File: config.mk
export PLATFORM = sky130hd
export DESIGN_NAME = regfile_writeback_buffer
export DESIGN_NICKNAME = d
export VERILOG_FILES = /design/src/rtl/regfile_writeback_buffer.sv
export SDC_FILE = /design/constraint.sdc
export NUM_CORES = 1
export LEC_CHECK = 0
export BUFFER_PORTS_ARGS = -buffer_cell sky130_fd_sc_hd__buf_2
export CORE_MARGIN = 2
export CORE_UTILIZATION = 50
export CTS_CLUSTER_DIAMETER = 50
export CTS_CLUSTER_SIZE = 20
export DETAILED_ROUTE_END_ITERATION = 8
export GPL_ROUTABILITY_DRIVEN = 0
export HOLD_SLACK_MARGIN = 0.06
export PLACE_DENSITY_LB_ADDON = 0.1
export SLEW_MARGIN = 25
export SYNTH_ARGS = -nofsm -noshare
export SYNTH_HDL_FRONTEND = slang
export SYNTH_SLANG_ARGS = --single-unit
export TNS_END_PERCENT = 30
File: constraint.sdc
create_clock -name clk -period 5.5 [get_ports clk]
set_input_delay 0.55 -clock clk [delete_from_list [all_inputs] [get_ports clk]]
set_output_delay 0.55 -clock clk [all_outputs]
set_load 0.005 [all_outputs]
File: src/rtl/regfile_writeback_buffer.sv
// Queues ALU/load register writes and drains one per cycle onto the register-file write port (1-cycle FIFO-to-port latency).
// Upstream is held off whenever fewer than two slots are free; pending values are exposed through a combinational bypass.
module regfile_writeback_buffer #(
    parameter int DEPTH  = 4,
    parameter int ADDR_W = 5,
    parameter int DATA_W = 32
) (
    input  logic                       clk,
    input  logic                       reset,
    input  logic                       alu_valid,
    input  logic [ADDR_W-1:0]          alu_rd,
    input  logic [DATA_W-1:0]          alu_data,
    input  logic                       mem_valid,
    input  logic [ADDR_W-1:0]          mem_rd,
    input  logic [DATA_W-1:0]          mem_data,
    output logic                       in_ready,
    output logic                       rf_regWrite,
    output logic [ADDR_W-1:0]          rf_writeRegister,
    output logic [DATA_W-1:0]          rf_writeData,
    input  logic [ADDR_W-1:0]          lookup_rs,
    input  logic [ADDR_W-1:0]          lookup_rt,
    output logic                       rs_hit,
    output logic [DATA_W-1:0]          rs_data,
    output logic                       rt_hit,
    output logic [DATA_W-1:0]          rt_data,
    output logic [$clog2(DEPTH):0]     count
);
    localparam int PTR_W = (DEPTH > 1) ? $clog2(DEPTH) : 1;
    localparam int CNT_W = $clog2(DEPTH) + 1;

    logic [ADDR_W-1:0] rd_q   [DEPTH];
    logic [DATA_W-1:0] data_q [DEPTH];
    logic [PTR_W-1:0]  head_q, tail_q;
    logic [CNT_W-1:0]  count_q, count_d;
    logic              rf_regWrite_q;
    logic [ADDR_W-1:0] rf_writeRegister_q;
    logic [DATA_W-1:0] rf_writeData_q;

    logic              store_mem, store_alu, pop;
    logic [CNT_W-1:0]  n_store;
    logic [PTR_W-1:0]  alu_slot;
    logic [PTR_W-1:0]  idx;

    // Ready ignores a same-cycle pop so it depends on registered state only.
    assign in_ready  = (DEPTH - int'(count_q)) >= 2;
    assign store_mem = in_ready && mem_valid && (mem_rd != '0);
    assign store_alu = in_ready && alu_valid && (alu_rd != '0);
    assign pop       = (count_q != '0);
    assign n_store   = CNT_W'(store_mem) + CNT_W'(store_alu);
    assign alu_slot  = tail_q + PTR_W'(store_mem);
    assign count_d   = count_q + n_store - CNT_W'(pop);

    always_ff @(posedge clk) begin
        if (reset) begin
            head_q             <= '0;
            tail_q             <= '0;
            count_q            <= '0;
            rf_regWrite_q      <= 1'b0;
            rf_writeRegister_q <= '0;
            rf_writeData_q     <= '0;
        end else begin
            if (pop) begin
                rf_regWrite_q      <= 1'b1;
                rf_writeRegister_q <= rd_q[head_q];
                rf_writeData_q     <= data_q[head_q];
                head_q             <= head_q + PTR_W'(1);
            end else begin
                rf_regWrite_q      <= 1'b0;
            end
            if (store_mem) begin
                rd_q[tail_q]   <= mem_rd;
                data_q[tail_q] <= mem_data;
            end
            if (store_alu) begin
                rd_q[alu_slot]   <= alu_rd;
                data_q[alu_slot] <= alu_data;
            end
            tail_q  <= tail_q + PTR_W'(n_store);
            count_q <= count_d;
        end
    end

    // Scan oldest to youngest so later matches override earlier ones.
    always_comb begin
        rs_hit  = 1'b0;
        rs_data = '0;
        rt_hit  = 1'b0;
        rt_data = '0;
        idx     = head_q;
        if (rf_regWrite_q) begin
            if (rf_writeRegister_q == lookup_rs) begin
                rs_hit  = 1'b1;
                rs_data = rf_writeData_q;
            end
            if (rf_writeRegister_q == lookup_rt) begin
                rt_hit  = 1'b1;
                rt_data = rf_writeData_q;
            end
        end
        for (int i = 0; i < DEPTH; i++) begin
            idx = head_q + PTR_W'(i);
            if (CNT_W'(i) < count_q) begin
                if (rd_q[idx] == lookup_rs) begin
                    rs_hit  = 1'b1;
                    rs_data = data_q[idx];
                end
                if (rd_q[idx] == lookup_rt) begin
                    rt_hit  = 1'b1;
                    rt_data = data_q[idx];
                end
            end
        end
        if (lookup_rs == '0) begin
            rs_hit  = 1'b0;
            rs_data = '0;
        end
        if (lookup_rt == '0) begin
            rt_hit  = 1'b0;
            rt_data = '0;
        end
    end

    assign rf_regWrite      = rf_regWrite_q;
    assign rf_writeRegister = rf_writeRegister_q;
    assign rf_writeData     = rf_writeData_q;
    assign count            = count_q;

endmodule

# ---- Word level (Yosys, flattened, before mapping)
# Memories as Yosys holds them, arrays and structs flattened. A register that Yosys moved wholly into a read port is not among the register bits.
# Index checks and enable logic that the tools add are counted.
dict set report totals {
  word_cells 96
  input_bits 88
  ram_bits 148
  n_memories 2
  reg_bits 45
  out_inout_bits 108
}
# name words word_bits rd rd_ports_with_merged_regs write_ports line_no
set mem_list {}
lappend mem_list {data_q 4 32 4 1 2 32} ;# logic [DATA_W-1:0] data_q [DEPTH];
lappend mem_list {rd_q 4 5 4 1 2 31} ;# logic [ADDR_W-1:0] rd_q [DEPTH];
dict set report classes {
  magnitude_cmp 5
  n_reduce_logical 9
  addsub 9
  n_mux 55
  n_eq_ne 10
}
# cell count
set ops {}
lappend ops {{two-way mux 32 bit} 22}
lappend ops {{equality test 5 bit} 10}
lappend ops {{two-way mux 1 bit} 29}
lappend ops {{logical NOT 5 bit} 2}
lappend ops {{nonzero test 5 bit} 2}
lappend ops {{two-way mux 2 bit} 4}
lappend ops {{less-than comparator 1 x 3 -> 1 bit, first input constant} 2}
lappend ops {{less-than comparator 2 x 3 -> 1 bit, first input constant} 2}
lappend ops {{adder 2 bit, second input constant} 2}
lappend ops {{>= comparator 4 x 3 -> 1 bit, second input constant} 1}
lappend ops {{logical AND 1 bit} 4}
lappend ops {{subtractor 3 x 3 -> 4 bit, first input constant} 1}
lappend ops {{adder 3 x 2 -> 3 bit} 1}
lappend ops {{nonzero test 3 bit} 1}
lappend ops {{subtractor 3 x 1 -> 3 bit} 1}
lappend ops {{adder 1 x 1 -> 2 bit} 1}
lappend ops {{adder 2 x 1 -> 2 bit} 1}
lappend ops {{adder 2 x 1 -> 2 bit, second input constant} 1}
lappend ops {{adder 2 bit} 1}

# ---- Logic depth before layout (Yosys ltp)
dict set report depth {
  ltp_word 12
  ltp_mapped 15
  depth_no_buf 15
}

# ---- Least setup slack after synthesis
# Ideal clock, no wire load.
dict set report synth_path {
  path_kind {flip-flop to flip-flop}
  startpoint {register count_q[2], in the netlist count[2]}
  endpoint {memory data_q[0][0], enable pin}
  stages_incl_launch_ff 8
  t_required_ns 5.017
  synth_period_minus_slack_ns 4.695
  setup_ns 0.483
  path_buffers 0
  slack_ns 0.805
  arrival_time_ns 4.213
  path_cell_list {dfxtp_1 > inv_1 > ha_1 > nand2b_1 > a21oi_1 > o211ai_1 > or3_1 > o21ai_0}
}
# item line_no
set synth_rtl {}
lappend synth_rtl {{start: declaration} 34} ;# logic [CNT_W-1:0] count_q, count_d;
lappend synth_rtl {{start signal: assignment} 79} ;# count_q <= count_d;
lappend synth_rtl {{end: declaration} 32}

# ---- Final worst setup path
dict set report layout_path {
  startpoint {register head_q[0]}
  endpoint {output rs_data[21]}
}
dict set report layout_via {
  elab_chain_cells 10
  word_cells_on_any_way 15
  classes_between {add/sub (3); eq/ne (3); mux (7); memory (2)}
}
# item line_no
set layout_lines {}
lappend layout_lines {{start: declaration} 33} ;# logic [PTR_W-1:0] head_q, tail_q;
lappend layout_lines {{start signal: assignment} 66} ;# head_q <= head_q + PTR_W'(1);
lappend layout_lines {{adder 2 x 1 -> 2 bit} 101} ;# idx = head_q + PTR_W'(i);
lappend layout_lines {{memory read (4 x 5 bit)} --}
lappend layout_lines {{equality test 5 bit} 103} ;# if (rd_q[idx] == lookup_rs) begin
lappend layout_lines {{two-way mux 32 bit} 103}
lappend layout_lines {{two-way mux 32 bit} 102} ;# if (CNT_W'(i) < count_q) begin
lappend layout_lines {{two-way mux 32 bit} 103}
lappend layout_lines {{two-way mux 32 bit} 102}
lappend layout_lines {{two-way mux 32 bit} 103}
lappend layout_lines {{two-way mux 32 bit *} 102}
lappend layout_lines {{two-way mux 32 bit *} 113} ;# if (lookup_rs == '0) begin
lappend layout_lines {{end: declaration} 23} ;# output logic [DATA_W-1:0] rs_data,
# Mark *: on every way between the ends. The rest lies on a longest branch, timed or not.

==> out/summary.txt <==
Outcome: finished, violations left
Failing checks: design-rule violations
Yosys reg bits: 195
Top Family by Delay on Critical Path: compound AO/OA/AOI/OAI gates
Synth Cell Area: 14900 um2
LEAKAGE: 5.85 nW
Asr flop ratio synth: 0%
Antenna fix cells: 0
Share of layout cells above drive strength 1: 43.4%
Number of global-route vias before repair: 12200
Synth-to-Final Area Change: 12.6%
Critical path endpoint category: primary output
Gate power share: 53.5%
Crit-path max FO: 39
Synth Flop Type: edfxtp_1
Post-layout util: 56.9%
Final Hold Viols: 0
Starting DRT DRC Count: 1326
CTS tree: built
Initial Utilization: 50.5%
Die area: 31200 um2
Final period util: 88.2%
Reg clk slew, reported paths: 80 ps
Pwr/cell area: 476 nW/um2
Max Clk Rate: 206 MHz
First drt pass iteration count: 9
Post-placement setup slack: 1190 ps
Final WS setup: 651 ps
Syn Inst Count: 1260
CP Cell Sequence: mux2i_1 -> xnor2_1 -> nor3_1 -> o2111ai_1 -> nand3_2 -> a311oi_1 -> a221o_1 -> buf_2
Synth top area cells: edfxtp_1, mux4_2, mux2_2, dfxtp_1, nand2_1
Max Cap Viol: 0
Total wire length: 48400 um
Initial antenna violation count: 0
Flop pwr share: 31.1%
Final Net Count: 1470
Sw frac: 42.2%
Dpl hpwl: 29700 um
RSZ-0062 raised after global routing: no
Total power: 7.99 mW
Critical Path RT: 4950 ps
First-pass GRT wire length: 72500 um
Setup bufs post-CTS: 0
I/O pin cnt: 196
Maximum root-to-sink buffer count: 2
Clock root cell: clkbuf_16
Leading area contributor after synthesis: edfxtp_1
Mapped Avg Cell Area: 11.8 um2
Via-per-instance ratio: 6.93
Post-CTS sizing: 0
Routed Antenna Nets: 0
Core box area: 29500 um2
CTS Buf Count: 17
Crit path kind: flop to primary output
Row count: 63
HP Class: primary input to flop
Port-buffer cells: 195
Largest net degree at the start of global routing: 81
Aggregate global-route resource usage: 31.2%
Sequential element share of the synthesized area: 36.2%
Sink Count: 195
Total congestion overflow: 0
Filler cell count: 2490
Die W: 177 um
Nature of the critical path startpoint: flop
Clock Power Share: 15.4%
Vias after detailed routing: 12300
Post-synth EDFFs: 148
WHS: 445 ps
Post-synth net total: 1356
Critical path arrival: 4300 ps
Worst vdd rail ir drop: 0.374 mV
Critical path buffer and inverter count: 1
Distinct cells, synth: 52
Worst path max stage delay: 910 ps
Slew margin rel.: 22.0%
CTS HTree Levels: 4
Synth top area share: 29.9%
Fin crit period: 4850 ps
Slew Viols, Final: 0
Clk_skew: 9.69 ps
Worst-margin pin slew: 1170 ps
DP Area: 16100 um2
DRC viols: 1
Height of the die: 177 um
Design Area, Final: 16800 um2
Yosys warns: 0
Slowest-stage cell, CP: nand3_2
Placed Instances: 1742
Final setup vio count: 0
Internal power: 4.62 mW
Cts hold-fix bufs: 0
Setup TNS: 0 ps
Clock Latency Late Sink: 440 ps
Non-filler cells, final: 1777
WL per Instance: 27.2 um
Net Sw Power: 3.37 mW
[logic make-up (layout without fill, tap and decap cells)]
family | count (synthesis) | count (layout) | synth area share, %
and+or+nand+nor | 335 | 335 | 10.5
buffers and inverters | 138 | 265 | 4.38
DFF | 195 | 195 | 36.2
xor gates and xnor gates | 60 | 60 | 3.53
adders and majority gates | 8 | 8 | 0.723
muxes | 305 | 305 | 33.6
AOI/OAI and AO/OA | 219 | 219 | 11.1
[layer usage]
metal / vias to the layer above / track usage (%) / wire (um)
met4: 0 / 12.9 / 1610
li1: 5248 / - / -
met2: 847 / 49.5 / 22900
met1: 6093 / 42.4 / 19300
met5: - / 0 / 0
met3: 126 / 5.73 / 4600
[state kept, by name, indices dropped and copies added (netlist names), named ones only]
name              flops
rf_regWrite           1
count                 3
rd_q                 20
rf_writeData         32
tail_q                2
rf_writeRegister      5
data_q              128
head_q                2
[final timing paths]
path | startpoint | to | slack, ps | cells after the start
worst max register to register | count[2] | data_q[0][23] | 1910 | 8
worst min register to register | rf_writeData[2] | rf_writeData[2] | 500 | 2
worst min-delay path | mem_data[14] | data_q[3][14] | 450 | 2
worst max-delay path | head_q[0] | rs_data[21] | 650 | 8
[power groups by stage]
| stage | logic, mW | clock network [mW] | registers [mW] |
|---|---|---|---|
| 6_report | 4.27 | 1.23 | 2.49 |
| 5_1_grt | 4.57 | 1.29 | 2.54 |
| 4_1_cts | 4.22 | 1.24 | 2.48 |
| 3_5_place_dp | 4.19 | 0 | 2.51 |
| 3_3_place_gp | 4.12 | 0 | 2.49 |
| 2_1_floorplan | 3.17 | 0 | 2.28 |
[cell usage after synthesis (all sizes together), types with 30 or more instances]
cell,number
nand2,116
a211oi,30
a21oi,40
xnor2,41
and3,30
a221o,34
dfxtp,47
a311oi,33
mux2,149
buf,69
nor2,81
a22oi,30
mux4,141
or2,30
nand3,37
clkbuf,58
edfxtp,148
[placed cells by master, fill, tap and decap left out, types with 9 or more instances in the layout]
cell         n
a211oi_1    30
a21oi_1     40
a221o_1     34
a22oi_1     30
a311oi_1    33
and3_1      29
buf_2      195
buf_4       21
clkbuf_16   17
dfxtp_1     43
edfxtp_1   148
inv_1        9
mux2_2     149
mux2i_1     15
mux4_2     141
nand2_1    114
nand3_1     34
nor2_1      75
nor3_1      14
o31ai_1     29
or2_2       29
xnor2_1     41
xor2_1      19
[layout make-up]
cell class	instances	area, um2	area share (%)
multi-input cells	927	9010	53.7
flip-flops and latches	195	5400	32.2
repair buffers	222	1280	7.63
well taps	390	488	2.91
clock buffers	18	439	2.62
clock inverters	14	120	0.716
inverters	11	41.3	0.246
No activity file was read; power rests on OpenSTA's default activity.
